[src/rtl/regfile_pkg.sv]
// Shared defaults and write-port priority for the regfile_sb register file.
// Imported by the top and the busy-bit scoreboard.
package regfile_pkg;

    localparam int REGFILE_DW    = 8;
    localparam int REGFILE_NREGS = 8;

    typedef enum logic {
        WR_PORT_A = 1'b0,
        WR_PORT_B = 1'b1
    } wr_port_e;

    // Port that wins both storage and forwarding on a same-address dual write
    localparam wr_port_e WR_PRIORITY = WR_PORT_B;

endpackage

[src/rtl/regfile_scoreboard.sv]
// Busy-bit scoreboard: issue sets a register's bit, a write clears it,
// and a coincident issue and write leave the bit set.
module regfile_scoreboard
    import regfile_pkg::*;
#(
    parameter int NUM_REGS = REGFILE_NREGS,
    parameter int ZERO_REG = 1
) (
    input  logic                        clk,
    input  logic                        rst_n,
    input  logic                        issue_valid,
    input  logic [$clog2(NUM_REGS)-1:0] issue_addr,
    input  logic                        we_a,
    input  logic [$clog2(NUM_REGS)-1:0] wr_addr_a,
    input  logic                        we_b,
    input  logic [$clog2(NUM_REGS)-1:0] wr_addr_b,
    output logic [NUM_REGS-1:0]         busy
);

    localparam int AW = $clog2(NUM_REGS);

    logic [NUM_REGS-1:0] busy_d;
    logic [NUM_REGS-1:0] busy_q;
    logic [NUM_REGS-1:0] set_s;
    logic [NUM_REGS-1:0] clr_s;
    logic [NUM_REGS-1:0] zero_mask_s;

    function automatic logic [NUM_REGS-1:0] dec(input logic [AW-1:0] a);
        logic [NUM_REGS-1:0] v;
        v    = {NUM_REGS{1'b0}};
        v[a] = 1'b1;
        return v;
    endfunction

    // Next busy vector: clear on write, then set on issue so set wins
    always_comb begin
        zero_mask_s = (ZERO_REG != 0) ? {{(NUM_REGS-1){1'b0}}, 1'b1} : {NUM_REGS{1'b0}};
        set_s  = {NUM_REGS{issue_valid}} & dec(issue_addr);
        clr_s  = ({NUM_REGS{we_a}} & dec(wr_addr_a)) | ({NUM_REGS{we_b}} & dec(wr_addr_b));
        busy_d = ((busy_q & ~clr_s) | set_s) & ~zero_mask_s;
    end

    // Busy vector state
    always_ff @(posedge clk or negedge rst_n) begin
        if (!rst_n) begin
            busy_q <= {NUM_REGS{1'b0}};
        end else begin
            busy_q <= busy_d;
        end
    end

    assign busy = busy_q;

endmodule

[src/rtl/regfile_sb.sv]
// Two-read, two-write register file with optional hardwired zero register,
// same-cycle write forwarding and a per-register busy scoreboard.
module regfile_sb
    import regfile_pkg::*;
#(
    parameter int DATA_W   = REGFILE_DW,
    parameter int NUM_REGS = REGFILE_NREGS,
    parameter int ZERO_REG = 1,
    parameter int BYPASS   = 1
) (
    input  logic                        clk,
    input  logic                        rst_n,
    input  logic [$clog2(NUM_REGS)-1:0] rd_addr1,
    input  logic [$clog2(NUM_REGS)-1:0] rd_addr2,
    output logic [DATA_W-1:0]           rd_data1,
    output logic [DATA_W-1:0]           rd_data2,
    output logic                        rd_busy1,
    output logic                        rd_busy2,
    input  logic                        we_a,
    input  logic [$clog2(NUM_REGS)-1:0] wr_addr_a,
    input  logic [DATA_W-1:0]           wr_data_a,
    input  logic                        we_b,
    input  logic [$clog2(NUM_REGS)-1:0] wr_addr_b,
    input  logic [DATA_W-1:0]           wr_data_b,
    input  logic                        issue_valid,
    input  logic [$clog2(NUM_REGS)-1:0] issue_addr,
    output logic                        wr_conflict
);

    localparam int AW = $clog2(NUM_REGS);

    logic [DATA_W-1:0]   regs_q [NUM_REGS];
    logic [DATA_W-1:0]   regs_d [NUM_REGS];
    logic                wr_conflict_d;
    logic                wr_conflict_q;
    logic [NUM_REGS-1:0] busy_s;

    logic                hi_we_s;
    logic [AW-1:0]       hi_addr_s;
    logic [DATA_W-1:0]   hi_data_s;
    logic                lo_we_s;
    logic [AW-1:0]       lo_addr_s;
    logic [DATA_W-1:0]   lo_data_s;

    logic [AW-1:0]       ra_s    [2];
    logic [DATA_W-1:0]   rdata_s [2];
    logic                rbusy_s [2];

    function automatic logic addr_live(input logic [AW-1:0] a);
        return (ZERO_REG == 0) || (a != {AW{1'b0}});
    endfunction

    regfile_scoreboard #(
        .NUM_REGS (NUM_REGS),
        .ZERO_REG (ZERO_REG)
    ) u_scoreboard (
        .clk         (clk),
        .rst_n       (rst_n),
        .issue_valid (issue_valid),
        .issue_addr  (issue_addr),
        .we_a        (we_a),
        .wr_addr_a   (wr_addr_a),
        .we_b        (we_b),
        .wr_addr_b   (wr_addr_b),
        .busy        (busy_s)
    );

    // Order the two write ports by priority so the winner is applied last
    always_comb begin
        if (WR_PRIORITY == WR_PORT_B) begin
            hi_we_s = we_b;  hi_addr_s = wr_addr_b;  hi_data_s = wr_data_b;
            lo_we_s = we_a;  lo_addr_s = wr_addr_a;  lo_data_s = wr_data_a;
        end else begin
            hi_we_s = we_a;  hi_addr_s = wr_addr_a;  hi_data_s = wr_data_a;
            lo_we_s = we_b;  lo_addr_s = wr_addr_b;  lo_data_s = wr_data_b;
        end
    end

    // Next array contents and dual-write conflict detection
    always_comb begin
        regs_d = regs_q;
        regs_d[lo_addr_s] = (lo_we_s && addr_live(lo_addr_s)) ? lo_data_s : regs_d[lo_addr_s];
        regs_d[hi_addr_s] = (hi_we_s && addr_live(hi_addr_s)) ? hi_data_s : regs_d[hi_addr_s];
        wr_conflict_d = we_a && we_b && (wr_addr_a == wr_addr_b);
    end

    // Register array and conflict pulse
    always_ff @(posedge clk or negedge rst_n) begin
        if (!rst_n) begin
            for (int i = 0; i < NUM_REGS; i++) begin
                regs_q[i] <= {DATA_W{1'b0}};
            end
            wr_conflict_q <= 1'b0;
        end else begin
            regs_q        <= regs_d;
            wr_conflict_q <= wr_conflict_d;
        end
    end

    assign ra_s[0] = rd_addr1;
    assign ra_s[1] = rd_addr2;

    // Read muxes: forwarding keeps working during reset since it bypasses the array
    always_comb begin : read_mux
        logic hit_lo;
        logic hit_hi;
        logic iss_hit;
        rdata_s[0] = {DATA_W{1'b0}};
        rdata_s[1] = {DATA_W{1'b0}};
        rbusy_s[0] = 1'b0;
        rbusy_s[1] = 1'b0;
        for (int p = 0; p < 2; p++) begin
            hit_lo  = (BYPASS != 0) && lo_we_s && (lo_addr_s == ra_s[p]);
            hit_hi  = (BYPASS != 0) && hi_we_s && (hi_addr_s == ra_s[p]);
            iss_hit = issue_valid && (issue_addr == ra_s[p]);
            if (!addr_live(ra_s[p])) begin
                rdata_s[p] = {DATA_W{1'b0}};
            end else if (hit_hi) begin
                rdata_s[p] = hi_data_s;
            end else if (hit_lo) begin
                rdata_s[p] = lo_data_s;
            end else begin
                rdata_s[p] = regs_q[ra_s[p]];
            end
            rbusy_s[p] = busy_s[ra_s[p]] && !((hit_lo || hit_hi) && !iss_hit);
        end
    end

    assign rd_data1    = rdata_s[0];
    assign rd_data2    = rdata_s[1];
    assign rd_busy1    = rbusy_s[0];
    assign rd_busy2    = rbusy_s[1];
    assign wr_conflict = wr_conflict_q;

endmodule

[config.mk]
export PLATFORM = sky130hd
export DESIGN_NAME = regfile_sb
export DESIGN_NICKNAME = d
export VERILOG_FILES = /design/src/rtl/regfile_pkg.sv /design/src/rtl/regfile_scoreboard.sv /design/src/rtl/regfile_sb.sv
export SDC_FILE = /design/constraint.sdc
export NUM_CORES = 1
export LEC_CHECK = 0
export CELL_PAD_IN_SITES_DETAIL_PLACEMENT = 0
export CELL_PAD_IN_SITES_GLOBAL_PLACEMENT = 1
export CORE_UTILIZATION = 25
export CTS_CLUSTER_SIZE = 25
export DETAILED_ROUTE_END_ITERATION = 16
export GPL_TIMING_DRIVEN = 0
export PLACE_DENSITY_LB_ADDON = 0.3
export SLEW_MARGIN = 40
export SYNTH_ARGS = -nofsm -noshare
export SYNTH_HDL_FRONTEND = slang
export SYNTH_SLANG_ARGS = --single-unit
[constraint.sdc]
create_clock -name clk -period 5.55 [get_ports clk]
set_input_delay 1.11 -clock clk [delete_from_list [all_inputs] [get_ports clk]]
set_output_delay 1.11 -clock clk [all_outputs]
set_load 0.1 [all_outputs]
Word level (Yosys, flattened, before mapping)
Cells that the tools add are included.
{"block": "totals", "register_bits": 72, "inputBits": 36, "output_inout_bits": 19, "elab_cells": 107}
{"block": "op_classes", "n_lt_le_gt_ge": 14, "n_eq_ne": 7, "mux": 36, "bitwise_logic": 11, "reduce_logical": 29}
{"cell": "8-bit 2-to-1 mux", "count": 18}
{"cell": "64-bit bitwise mux", "count": 2}
{"cell": "8-bit binary-select mux with 3-bit select", "count": 4}
{"cell": "8-bit demux with 3-bit select", "count": 2}
{"cell": "8-bit bitwise AND", "count": 4}
{"cell": "3-bit == test", "count": 7}
{"cell": "3-bit by 4-bit < comparator with 1-bit output (second input constant)", "count": 5}
{"cell": "1-bit logical AND", "count": 19}
{"cell": "4-bit greater-or-equal comparator (second input constant)", "count": 4}
{"cell": "3-bit NOT with 4-bit output", "count": 4}
{"cell": "8-bit bitwise OR", "count": 2}
{"cell": "3-bit nonzero test", "count": 4}
{"cell": "1-bit demux with 3-bit select", "count": 3}
{"cell": "3-bit by 1-bit greater-or-equal comparator with 1-bit output (second input constant)", "count": 3}
{"cell": "4-bit by 1-bit < comparator with 1-bit output (second input constant)", "count": 2}
{"cell": "8-bit NOT", "count": 1}
{"cell": "1-bit binary-select mux with 3-bit select", "count": 2}
{"cell": "1-bit 2-to-1 mux", "count": 5}
{"cell": "1-bit zero test", "count": 4}
{"cell": "1-bit logical OR", "count": 2}

Longest topological paths before layout
Gate-level depths: netlist of run 1.
{"block": "logic_depth", "word_depth": 11, "depth_mapped": 11, "depth_no_buf": 6}

Hierarchy
From an unflattened synthesis of run 1, not the netlist that was laid out.
{"block": "unflattened", "cells_unflattened": 729, "hier_area_um2": 6675.2}
{"module": "regfile_sb", "instances": 1, "cells_each": 693, "area_each_um2": 6251.0, "seq_area_each_um2": 1626.6}
{"module": "regfile_scoreboard", "instances": 1, "cells_each": 36, "area_each_um2": 424.2, "seq_area_each_um2": 175.2}

Worst setup path before layout of run 1
OpenSTA, ideal clock, no wires.
{"block": "synth_path", "kind": "input-to-output", "start": "input wr_addr_a[1]", "end": "output rd_data1[0]", "t_arrival_ns": 4.830, "t_required_ns": 4.440, "path_slack_ns": -0.390, "stages": 9, "path_buffers": 5, "path_cell_list": "buf_2 -> buf_6 -> buf_4 -> buf_4 -> xor2_1 -> nor4_4 -> buf_2 -> a21oi_1 -> a211oi_1"}
{"block": "synth_between", "elab_chain_cells": 5}
{"item": "from (decl)", "line": "regfile_sb.sv:20", "text": "input logic [$clog2(NUM_REGS)-1:0] wr_addr_a,"}
{"item": "3-bit == test", "line": "regfile_sb.sv:113", "text": "hit_lo = (BYPASS != 0) && lo_we_s && (lo_addr_s == ra_s[p]);"}
{"item": "1-bit logical AND", "line": "regfile_sb.sv:113"}
{"item": "8-bit 2-to-1 mux", "line": "regfile_sb.sv:120", "text": "end else if (hit_lo) begin"}
{"item": "8-bit 2-to-1 mux", "line": "regfile_sb.sv:118", "text": "end else if (hit_hi) begin"}
{"item": "8-bit 2-to-1 mux", "line": "regfile_sb.sv:116", "text": "if (!addr_live(ra_s[p])) begin"}
{"item": "to (decl)", "line": "regfile_sb.sv:15", "text": "output logic [DATA_W-1:0] rd_data1,"}
No other way between the ends.

Worst setup path after layout of run 1
{"block": "layout_path", "start": "input rd_addr1[1]", "end": "output rd_data1[2]"}
{"block": "layout_between", "elab_chain_cells": 7, "word_cells_on_any_way": 12, "cone_classes": "eq/ne (2); mux (6); bitwise (1); reduce/logical (3)"}
{"item": "from (decl)", "line": "regfile_sb.sv:13", "text": "input logic [$clog2(NUM_REGS)-1:0] rd_addr1,"}
{"item": "3-bit NOT with 4-bit output (not written as such)", "line": "regfile_sb.sv:123", "text": "rdata_s[p] = regs_q[ra_s[p]];"}
{"item": "8-bit binary-select mux with 3-bit select", "line": "regfile_sb.sv:123"}
{"item": "8-bit 2-to-1 mux (not written as such) (2 in a row)", "line": "regfile_sb.sv:123"}
{"item": "8-bit 2-to-1 mux", "line": "regfile_sb.sv:120"}
{"item": "8-bit 2-to-1 mux", "line": "regfile_sb.sv:118"}
{"item": "8-bit 2-to-1 mux *", "line": "regfile_sb.sv:116"}
Mark *: on every way between the ends. The rest lies on a longest branch, timed or not. The select of a mux whose other input is x is not followed.

==> results of run 1 <==
-- worst paths after layout --
kind                                      start                    to  slack, ns
setup / recovery                    rd_addr1[1]           rd_data1[2]      -0.01
hold reg to reg            u_scoreboard.busy[1]  u_scoreboard.busy[1]       0.54
max in group asynchronous                 rst_n             regs_q[6]       4.37
min in group asynchronous                 rst_n            regs_q[41]       0.63
hold / removal             u_scoreboard.busy[1]  u_scoreboard.busy[1]       0.54
setup reg to reg                     regs_q[10]            regs_q[18]       3.07
-- state kept, by name, indices dropped and copies added (netlist names) --
name and cells:
regs_q 64, wr_conflict 1, u_scoreboard.busy 7
-- final cells by class --
cell class | instances | area (um2) | share of cell area (%)
sequential | 72 | 1800 | 21.9
multi-input combinational | 612 | 4750 | 57.8
inverter | 9 | 33.8 | 0.411
buffer | 73 | 395 | 4.81
clock inverter | 6 | 60.1 | 0.730
clock buffer | 10 | 229 | 2.78
timing repair buffer | 62 | 520 | 6.33
tap | 341 | 427 | 5.19
-- critical path: stages --
cell and delay, ns:
clkdlybuf4s50_1 0.59, buf_1 0.45, nand2b_1 0.60, o21ai_0 0.14, a2111oi_0 0.65, a21oi_1 0.12
a211oi_2 0.29, buf_2 0.47
-- power groups by stage --
stage	combinational, uW	clock (uW)	sequential [uW]
2_1_floorplan	865	0	738
4_1_cts	1130	606	807
3_3_place_gp	1150	0	816
3_5_place_dp	1130	0	814
5_1_grt	1220	627	827
6_report	1150	598	818
-- logic make-up (layout without fill, tap and decap cells) --
group	Yosys count	count (layout)	synth area share (%)
AND/OR/NAND/NOR	249	249	18.7
AO/OA/AOI/OAI	228	228	23.4
multiplexers	113	113	23.0
buffers and inverters	82	160	5.93
flip-flops	72	72	26.1
XOR/XNOR	22	22	2.90
-- timing repair --
action	CTS	global route
buffers inserted	1	3
endpoints found under the setup margin	13	8
pin swaps	1	1
resized for setup	2	1
-- per-stage QoR --
step | TNS [ns] | hold slack (ns)
4_1_cts | 0 | 0.540
5_1_grt | 0 | 0.561
6_report | -0.0125 | 0.543
2_1_floorplan | 0 | 0.467
3_3_place_gp | -22.73 | 0.529
3_5_place_dp | -2.12 | 0.527
-- placed cells by master, fill, tap and decap left out, types with 4 or more instances in the layout --
master,instances
mux2_2,15
buf_4,13
o32ai_2,4
dfrtp_1,72
nor3_1,11
clkbuf_16,9
a2111oi_0,10
o21ai_1,9
xor2_1,9
o22ai_1,8
xnor2_1,12
nand3_1,21
nor2b_1,17
clkdlybuf4s50_1,29
clkbuf_2,14
o221ai_1,4
buf_6,7
a211oi_1,32
a21oi_1,65
a22oi_1,17
a211oi_2,7
a32oi_1,4
and3_1,8
mux4_2,35
clkbuf_1,28
inv_1,9
nand2b_1,12
buf_2,39
o21ai_0,29
nand3b_1,6
nand4_1,6
mux2i_1,63
and3b_1,8
nand2_1,57
a31oi_1,7
nor2_1,69
and2_1,14
-- layer usage --
layer / vias to the layer above / routed length (um) / share of wire [%] / global-route usage [%]
li1: 3060 / - / - / -
met1: 3578 / 14900 / 43 / 35.2
met2: 515 / 14600 / 42 / 35.5
met3: 74 / 3510 / 10 / 5.05
met4: 0 / 1320 / 3.8 / 10.0
met5: - / 0 / 0 / 0
==> flow_metrics.env, run 1 <==
export IMPL_cts_inserted_buffers=9
export IMPL_clk_latency_ns=0.36
export IMPL_fmax_mhz=180
export IMPL_core_area_um2=27000
export IMPL_violations="negative setup slack"
export IMPL_drive_above_1_share_pct=21.2
export IMPL_status="finished with violations"
export IMPL_synth_top_area_share_pct=26.1
export IMPL_io_pins=55
export IMPL_io_buffer_count=49
export IMPL_synth_top_area_cell="dfrtp_1"
export IMPL_hold_path_class="reg2reg"
export IMPL_grt_pass1_vias=6787
export IMPL_yosys_warnings=0
export IMPL_pwr_share_clk_pct=23.3
export IMPL_power_total_uw=2570
export IMPL_antennaDiodeCount=0
export IMPL_postSynthAreaPerCell_um2=9.01
export IMPL_intPower_uw=1400
export IMPL_grt_max_degree=45
export IMPL_fill_cells=2901
export IMPL_ant_nets=0
export IMPL_setup_ws_ns=-0.0125
export IMPL_grt_first_pass_wirelength_um=49800
export IMPL_hpwlAfterDp_um=24300
export IMPL_ys_seq_elements=72
export IMPL_min_period_ns=5.56
export IMPL_cts_hold_buffers=0
export IMPL_placed_cells=1164
export IMPL_synthToLayoutAreaGrowth_pct=19.2
export IMPL_postLayoutCoreUtil_pct=30.4
export IMPL_ys_types=68
export IMPL_post_synth_top_count_cell="dfrtp_1"
export IMPL_die_y_um=168
export IMPL_synth_common_cells="72 x dfrtp_1, 71 x nor2_1, 65 x a21oi_1, 63 x mux2i_1, 57 x nand2_1"
export IMPL_chipWidth_um=168
export IMPL_holdPathStages=1
export IMPL_nets=875
export IMPL_start_util_pct=25.5
export IMPL_synth_edff_count=0
export IMPL_antenna_found_initial=0
export IMPL_pwr_share_comb_pct=44.8
export IMPL_async_flop_share_pct=100
export IMPL_start_kind="input port"
export IMPL_wl_per_cell_um=28.9
export IMPL_die_area_um2=28300
export IMPL_p_seq_share_pct=31.9
export IMPL_drc=0
export IMPL_netlist_instances=766
export IMPL_cts_tree="built"
export IMPL_drtPass1Iterations=8
export IMPL_ys_seq_area_share_pct=26.1
export IMPL_clkSlewWorstSetupHoldPaths_ns=0.06
export IMPL_swShare_pct=45.3
export IMPL_place_congestion=0.951
export IMPL_synth_area_leaders="dfrtp_1 26%, mux4_2 11%, mux2i_1 9.1%"
export IMPL_leakage_uw=0.00327
export IMPL_drt_vias_per_instance=6.10
export IMPL_pre_cts_slack_ns=-0.376
export IMPL_placementRows=60
export IMPL_finalMaxSlewViolations=0
export IMPL_cts_root_buf="clkbuf_16"
export IMPL_htree_num_levels=3
export IMPL_period_share_pct=100
export IMPL_finalHoldViolCount=0
export IMPL_post_dp_cell_area_um2=7880
export IMPL_final_setup_skew_ns=0.00922
export IMPL_rsz0062_at_grt="no"
export IMPL_drt_iter0_drc=1080
export IMPL_peakVddDrop_uv=222
export IMPL_cts_sinks=72
export IMPL_final_cells=1185
export IMPL_synthFlopType="dfrtp_1"
export IMPL_maxCapViolations=0
export IMPL_p_per_area_nw_per_um2=312
export IMPL_finalSetupViolations=1
export IMPL_cp_max_fo=10
export IMPL_worst_pin_slew_ns=0.926
export IMPL_grt_ovfl_total=0
export IMPL_finalInstanceArea_um2=8220
export IMPL_num_vias=7227
export IMPL_clk_path_buf_depth=2
export IMPL_critPathCaptureType="primary output"
export IMPL_synth_nets=802
export IMPL_critPathKind="in2out"
export IMPL_p_sw_uw=1160
export IMPL_relSlewSlack_pct=38.3
export IMPL_synth_area_um2=6900
export IMPL_wl_um=34300
export IMPL_required_ns=4.44
export IMPL_reg2reg_depth=6
export IMPL_grt_use_total_pct=24.5
export IMPL_cp_arrival_ns=4.45
Power figures use the tool's default switching activity.
==> inputs of run 2 (changes only) <==
- CAP_MARGIN: unset -> 20
- PLACE_DENSITY: unset -> 0.49
- PLACE_DENSITY_LB_ADDON: 0.3 -> unset
==> flow_metrics.env, run 2 (synthesis results as in run 1) <==
export IMPL_p_per_area_nw_per_um2=319
export IMPL_setup_ws_ns=-0.0359
export IMPL_p_sw_uw=1170
export IMPL_ant_nets=0
export IMPL_swShare_pct=44.8
export IMPL_grt_pass1_vias=6634
export IMPL_cp_max_fo=10
export IMPL_peakVddDrop_uv=181
export IMPL_cts_hold_buffers=0
export IMPL_drt_vias_per_instance=5.84
export IMPL_cts_inserted_buffers=9
export IMPL_rsz0062_at_grt="no"
export IMPL_critPathKind="in2out"
export IMPL_io_pins=55
export IMPL_status="finished with violations"
export IMPL_path_cells="clkdlybuf4s50_1 > clkdlybuf4s15_2 > nand2b_1 > o21ai_0 > a2111oi_0 > a21oi_1 > a211oi_2 > buf_2"
export IMPL_hpwlAfterDp_um=25700
export IMPL_num_vias=6882
export IMPL_mostFrequentLayoutCell="dfrtp_1"
export IMPL_cp_num_buf_inv=3
export IMPL_drive_above_1_share_pct=21.0
export IMPL_placementRows=60
export IMPL_finalMaxSlewViolations=0
export IMPL_die_y_um=168
export IMPL_pre_cts_slack_ns=-0.327
export IMPL_antenna_found_initial=0
export IMPL_start_util_pct=25.5
export IMPL_period_share_pct=101
export IMPL_io_buffer_count=49
export IMPL_place_congestion=0.944
export IMPL_largest_reg_flops=64
export IMPL_cts_tree="built"
export IMPL_antennaDiodeCount=0
export IMPL_nets=870
export IMPL_relSlewSlack_pct=41.1
export IMPL_drc=0
export IMPL_die_area_um2=28300
export IMPL_intPower_uw=1440
export IMPL_grt_use_total_pct=25.7
export IMPL_min_period_ns=5.59
export IMPL_critPathCaptureType="primary output"
export IMPL_maxCapViolations=0
export IMPL_critical_path_top_delay_family="buffers and inverters"
export IMPL_synthToLayoutAreaGrowth_pct=18.9
export IMPL_p_seq_share_pct=31.3
export IMPL_start_kind="input port"
export IMPL_leakage_uw=0.00326
export IMPL_worst_pin_slew_ns=0.882
export IMPL_pwr_share_clk_pct=24.9
export IMPL_core_area_um2=27000
export IMPL_final_setup_skew_ns=0.00652
export IMPL_violations="negative setup slack"
export IMPL_cts_sinks=72
export IMPL_hold_path_class="reg2reg"
export IMPL_placed_cells=1162
export IMPL_wl_um=35900
export IMPL_htree_num_levels=3
export IMPL_top_register="regs_q"
export IMPL_finalHoldViolCount=0
export IMPL_slowest_stage="a2111oi_0"
export IMPL_cpPeakStageDelay_ns=0.76
export IMPL_cts_root_buf="clkbuf_16"
export IMPL_drt_iter0_drc=801
export IMPL_pwr_share_comb_pct=43.8
export IMPL_grt_max_degree=52
export IMPL_fmax_mhz=179
export IMPL_cp_arrival_ns=4.48
export IMPL_required_ns=4.44
export IMPL_clkSlewWorstSetupHoldPaths_ns=0.06
export IMPL_clk_latency_ns=0.35
export IMPL_grt_ovfl_total=0
export IMPL_wl_per_cell_um=30.4
export IMPL_finalSetupViolations=1
export IMPL_final_cells=1179
export IMPL_drtPass1Iterations=5
export IMPL_clk_path_buf_depth=2
export IMPL_layout_common_cells="72 x dfrtp_1, 69 x nor2_1, 65 x a21oi_1"
export IMPL_grt_first_pass_wirelength_um=51300
export IMPL_chipWidth_um=168
[run 2: cell types whose count changed in the layout (fill, tap and decap cells not counted), sizes merged]
cell,before,now
buf,64,59
bufinv,1,2
clkbuf,52,50
clkdlybuf4s15,0,1
clkinv,3,2
[run 2: final timing paths]
kind,slack [ns],end,from,cells after the start
max,-0.04,rd_data1[0],rd_addr1[1],8
min,0.56,regs_q[57],regs_q[57],1
max reg2reg,3.06,regs_q[26],regs_q[2],6
min reg2reg,0.56,regs_q[57],regs_q[57],1
max in group asynchronous,4.38,regs_q[24],rst_n,2
min in group asynchronous,0.61,regs_q[6],rst_n,1
[run 2: cell type report]
type | instances | area [um2]
clock buffers | 9 | 225
inverters | 9 | 33.8
flip-flops and latches | 72 | 1800
plain buffers | 73 | 404
repair buffers | 57 | 472
fillers | 2909 | 18800
clock inverters | 6 | 85.1
well taps | 341 | 427
multi-input cells | 612 | 4750
[run 2: what timing repair did]
item                                    in CTS  in global routing
endpoints found under the hold margin        0                  0
gates cloned                                 0                  0
resized for setup                            3                  2
setup buffers                                2                  0
endpoints found under the setup margin      17                  4
pin swaps                                    1                  1
[run 2: power by group through the flow]
stage          registers (uW)  logic [uW]  clock network, uW
2_1_floorplan             738         865                  0
3_3_place_gp              825        1160                  0
5_1_grt                   834        1220                682
4_1_cts                   813        1140                665
6_report                  820        1150                650
3_5_place_dp              823        1130                  0
[run 2: metal layers]
| metal | track usage, % | wire [um] |
|---|---|---|
| met5 | 0 | 0 |
| met4 | 9.57 | 1210 |
| met3 | 5.57 | 2750 |
| met2 | 38.9 | 15700 |
| met1 | 35.8 | 16200 |
[run 2: through the flow]
step	hold slack (ns)	setup TNS [ns]	cell area, um2	total power [uW]	utilization (%)
6_report	0.561	-0.0359	8200	2620	30.4
5_1_grt	0.581	0	8200	2740	30.4
4_1_cts	0.550	0	8200	2620	30.3
3_5_place_dp	0.531	-2.49	7870	1960	29.1
3_3_place_gp	0.526	-22.03	7850	1990	29.0
2_1_floorplan	0.467	0	6930	1600	-
==> RTL change 1, RTL diff (settings of run 2) <==
The package constant `REGFILE_DW` goes from 8 to 10.
--- a/src/rtl/regfile_pkg.sv
+++ b/src/rtl/regfile_pkg.sv
@@ -4,3 +4,3 @@
 
-    localparam int REGFILE_DW    = 8;
+    localparam int REGFILE_DW    = 10;
     localparam int REGFILE_NREGS = 8;
Interface: changed (resized rd_data1, rd_data2, wr_data_a and wr_data_b); port bits go from 55 to 63. The function was not compared with the original's and may differ.
==> RTL change 1 against run 2 <==
Power up 12%; routed wire length rose by 37%; final cell count increased by 24%; setup slack better by 40 ps; largest cell class unchanged; area after synthesis grew 18%; sequential cell count grew 16; design area increased by 17%; synthesized cell count up 24%.
==> RTL change 1: results (changes against run 2) <==
- Placed insts: 1,445 (+24%)
- Clk_lat worst skew: 380 ps (+30 ps)
- CP peak stage delay: 440 ps (-320 ps)
- Fin worst setup slack: 4.41 ps (+40.3 ps)
- Comb group: 1.31 mW (+14%)
- Worst R2R Setup Slack: 2900 ps (-160 ps)
- Placed cell area: 9250 um^2 (+18%)
- Fraction of layout cells with a size suffix above 1: 0.186 (-0.0237)
- Synth Instances: 952 (+24%)
- Commonest cells in the netlist: 90 x nor2_1, 88 x dfrtp_1, 87 x a21oi_1
- Leak Pwr: 3.72 nW (+14%)
- Post-Synth XOR/XNOR Area: 0.0204 (-0.00861)
- DR pass1 iterations: 7 (+2)
- Placement Setup Slack: -1350 ps (-1020 ps)
- Layout Cells excl Fill: 1,461 (+24%)
- First-pass GRT wire length: 68,500 um (+33%)
- Run status: finished, final reports clean
- Hold_sp: u_scoreboard.busy[5]
- R2r endpoint: regs_q[3]
- FF-to-FF Start: regs_q[13]
- IO buf count: 53 (+8.2%)
- Seq pwr: 983 uW (+20%)
- Post-DP HPWL: 33,900 um (+32%)
- Critical Path Slowest Stage Cell: nor3_2
- Wire per inst: 33.7 um (+11%)
## RTL change 1: cell count changes in the layout (fill, tap and decap cells not counted), sizes merged, moves of 15 or more
cell | run 2 | this run
nor2 | 71 | 90
nor3 | 13 | 44
o21ai | 38 | 55
o22ai | 8 | 23
a21oi | 65 | 87
clkbuf | 50 | 75
dfrtp | 72 | 88
## RTL change 1: layout make-up
| class | instances | area, um^2 | area share |
|---|---|---|---|
| clock inverter | 5 | 38.8 | 0.00405 |
| clock buffer | 11 | 253 | 0.0264 |
| antenna | 1 | 2.50 | 0.000261 |
| multi-input combinational | 753 | 5510 | 0.575 |
| tap | 435 | 544 | 0.0568 |
| buffer | 103 | 510 | 0.0533 |
| sequential | 88 | 2200 | 0.230 |
| timing repair buffer | 58 | 488 | 0.0510 |
| inverter | 7 | 26.3 | 0.00274 |
## RTL change 1: worst min path at each step
stage                     slack, ps  depth (start not counted)                   end
after floorplan                 460                          2  u_scoreboard.busy[6]
after global placement          490                          2  u_scoreboard.busy[5]
after detailed placement        500                          2  u_scoreboard.busy[5]
after CTS                       520                          2  u_scoreboard.busy[5]
after global routing            540                          2  u_scoreboard.busy[4]
final                           510                          2  u_scoreboard.busy[5]
## RTL change 1: metal layers
metal / GRT usage / share of wire / up-vias
li1: - / - / 3813
met4: 0.133 / 0.043 / 0
met2: 0.442 / 0.43 / 541
met1: 0.412 / 0.44 / 4560
met5: 0 / 0 / -
met3: 0.0615 / 0.089 / 113
## RTL change 1: kinds of logic (layout without fill, tap and decap cells)
| kind of cell | count (synthesis) | in the layout |
|---|---|---|
| XOR/XNOR | 19 | 19 |
| buffers and inverters | 111 | 184 |
| AND/OR/NAND/NOR | 296 | 296 |
| other | 0 | 1 |
| multiplexers | 105 | 105 |
| flip-flops | 88 | 88 |
| AO/OA/AOI/OAI | 333 | 333 |
==> RTL change 2, RTL diff (settings of run 2) <==
Made on the original files. Reset style: synchronous (`rst_n`), changed in 2 clocked blocks.
--- a/src/rtl/regfile_scoreboard.sv
+++ b/src/rtl/regfile_scoreboard.sv
@@ -43,3 +43,3 @@
     // Busy vector state
-    always_ff @(posedge clk or negedge rst_n) begin
+    always_ff @(posedge clk) begin
         if (!rst_n) begin
--- a/src/rtl/regfile_sb.sv
+++ b/src/rtl/regfile_sb.sv
@@ -87,3 +87,3 @@
     // Register array and conflict pulse
-    always_ff @(posedge clk or negedge rst_n) begin
+    always_ff @(posedge clk) begin
         if (!rst_n) begin
Function: changed (a bounded check fails within 4 cycles, from zero or initial values and one cycle with rst_n low; the reset may be asserted at any time).
==> RTL change 2 against run 2 <==
Synthesized cell count is 10% higher; power is 27% lower; sequential cell count stayed put; area after synthesis decreased by 0.42%; routed wire length grew 2.2%; core utilization shrank 0.85 points; design area down 3.1%; critical path depth grew 2; setup slack gained 420 ps; combinational power down 44%; critical path type unchanged; largest power group is now the clock network; highest routed layer unchanged.
==> RTL change 2: results (changes against run 2) <==
- Most flop-heavy register: regs_q
- Wire per inst: 29.5 um (-3.0%)
- Post-synth EDFFs: 0 (unchanged)
- DR pass1 iterations: 8 (+3)
- Met2 usage: 0.432 (+0.0429)
- Power per Cell Area: 240 nW/um^2 (-25%)
- Relative slew slack: 0.401 (-0.0102)
- Antenna Cells: 0 (unchanged)
- First-pass GRT wire length: 52,600 um (+2.5%)
- Cells on Worst Hold Path: 2 (+1)
- Placer Congestion: 0.902 (-4.4%)
- Vias per cell: 6.02 (+3.1%)
- GR Layer Usage met1: 0.348 (-0.0103)
- Internal power: 1.14 mW (-21%)
- Seq/Total Area, Yosys: 0.210 (-0.0514)
- Met3 usage: 0.0314 (-0.0243)
- DRT iter0 DRCs: 717 (-10%)
- Leak Pwr: 2.89 nW (-11%)
- Antenna violations before repair: 0 (unchanged)
- Nets: 932 (+7.1%)
- Clk root buf: clkbuf_16
- Hold_sp: u_scoreboard.busy[7]
- Max IR drop VDD: 0.128 mV (-30%)
- CTS resizes: 0 (-3)
- Yosys warning count: 0 (unchanged)
- Hold EP: u_scoreboard.busy[7]
- Post-CTS Repair Setup Buffers: 0 (-2)
- Asr flop ratio synth: 0 (-1.00)
- Placement Setup Slack: 426 ps (+753 ps)
- Pin count of the biggest net entering global routing: 15 (-71%)
- Num CTS Buffers: 9 (unchanged)
- H-tree levels: 3 (unchanged)
- IO buf count: 42 (-14%)
- Worst r2r path cells: 6 (unchanged)
- Clk_lat worst skew: 360 ps
- Worst-path clk slew: 60 ps (about the same)
- Worst R2R Setup Slack: 3480 ps (+420 ps)
- Distinct cells, synth: 92 (+35%)
- Run status: finished, final reports clean
- Residual DRC: 0 (unchanged)
- Clock skew: 4.77 ps (-1.75 ps)
- Tot GR Track Use: 0.260 (+0.00276)
- Synth Area per Inst: 8.15 um^2 (-9.5%)
- Fraction of layout cells with a size suffix above 1: 0.184 (-0.0258)
- Commonest cells in the netlist: 76 x a21oi_1, 73 x nand2_1, 72 x dfxtp_1
- Post-DP HPWL: 28,200 um (+9.5%)
- Dominant cell type by area after synthesis: dfxtp_1
- Maximum clock path buffer count: 2 (unchanged)
- Largest register FFs: 64 (unchanged)
- FF-to-FF Start: regs_q[54]
- Max FO, Critical Path: 10 (unchanged)
- Top post-synthesis cells by area: dfxtp_1 21%, mux2i_1 7.1%, mux4_2 6.2%
- Hold Crit Class: flop to flop
- Layout Cells excl Fill: 1,242 (+5.3%)
- Syn nets: 879 (+9.6%)
- Vias in the first global route: 7,318 (+10%)
- R2r endpoint: regs_q[22]
## RTL change 2: cell types whose count changed in the layout (fill, tap and decap cells not counted), moves of 14 or more
cell / change
dfrtp_1: -72
mux2i_1: -14
mux4_2: -16
a211oi_1: -24
dfxtp_1: +72
nand3_1: +31
o32ai_1: +22
nand2_1: +16
## RTL change 2: logic make-up (layout without fill, tap and decap cells)
| group | after synthesis | count (layout) | synth area share |
|---|---|---|---|
| and+or+nand+nor | 298 | 298 | 0.228 |
| AOI/OAI and AO/OA | 272 | 272 | 0.293 |
| buffers and inverters | 99 | 157 | 0.0814 |
| muxes | 81 | 81 | 0.160 |
| DFF | 72 | 72 | 0.210 |
| xor gates and xnor gates | 21 | 21 | 0.0279 |
## RTL change 2: how the worst max path moves through the flow
stage                  from           to  slack (ps)  depth (start not counted)
2_1_floorplan  wr_addr_a[0]  rd_data1[0]         550                         10
3_3_place_gp   wr_addr_a[1]  rd_data1[0]        -280                         10
3_5_place_dp   wr_addr_a[1]  rd_data1[2]         430                         10
4_1_cts        wr_addr_a[1]  rd_data1[2]         420                         10
5_1_grt        wr_addr_a[1]  rd_data1[1]         240                         10
6_report       wr_addr_a[1]  rd_data1[2]         380                         10
## RTL change 2: layer usage
| metal | share of wire | vias to the layer above |
|---|---|---|
| met5 | 0 | - |
| met4 | 0.031 | 0 |
| met3 | 0.055 | 70 |
| met2 | 0.47 | 287 |
| met1 | 0.44 | 3780 |
| li1 | - | 3335 |
## RTL change 2: layout make-up
type / instances / area (um^2)
buffer: 88 / 519
clock buffer: 9 / 225
clock inverter: 7 / 103
fill: 2903 / 19000
inverter: 11 / 41.3
multi-input combinational: 672 / 4870
sequential: 72 / 1440
tap: 341 / 427
timing repair buffer: 42 / 325
## RTL change 2: critical path, stage by stage
cell and delay (ps):
clkdlybuf4s50_1 480, buf_6 160, buf_4 210, buf_2 380
xor2_1 140, nor3_2 550, buf_4 290, a21oi_1 80
a21oi_1 180, buf_2 450
## RTL change 2: power groups by stage
stage / Clock, mW / Combinational, mW / Sequential, mW
2_1_floorplan: 0 / 0.455 / 0.573
3_3_place_gp: 0 / 0.654 / 0.598
3_5_place_dp: 0 / 0.634 / 0.596
4_1_cts: 0.678 / 0.635 / 0.585
5_1_grt: 0.697 / 0.675 / 0.587
6_report: 0.680 / 0.642 / 0.586
## RTL change 2: through the flow
stage                     hold WS (ps)  setup TNS, ps  cell area, um^2
final                              498              0             7950
after global routing               532              0             7950
after CTS                          494              0             7950
after detailed placement           485              0             7620
after global placement             494          -3340             7720
after floorplan                    447              0             6870
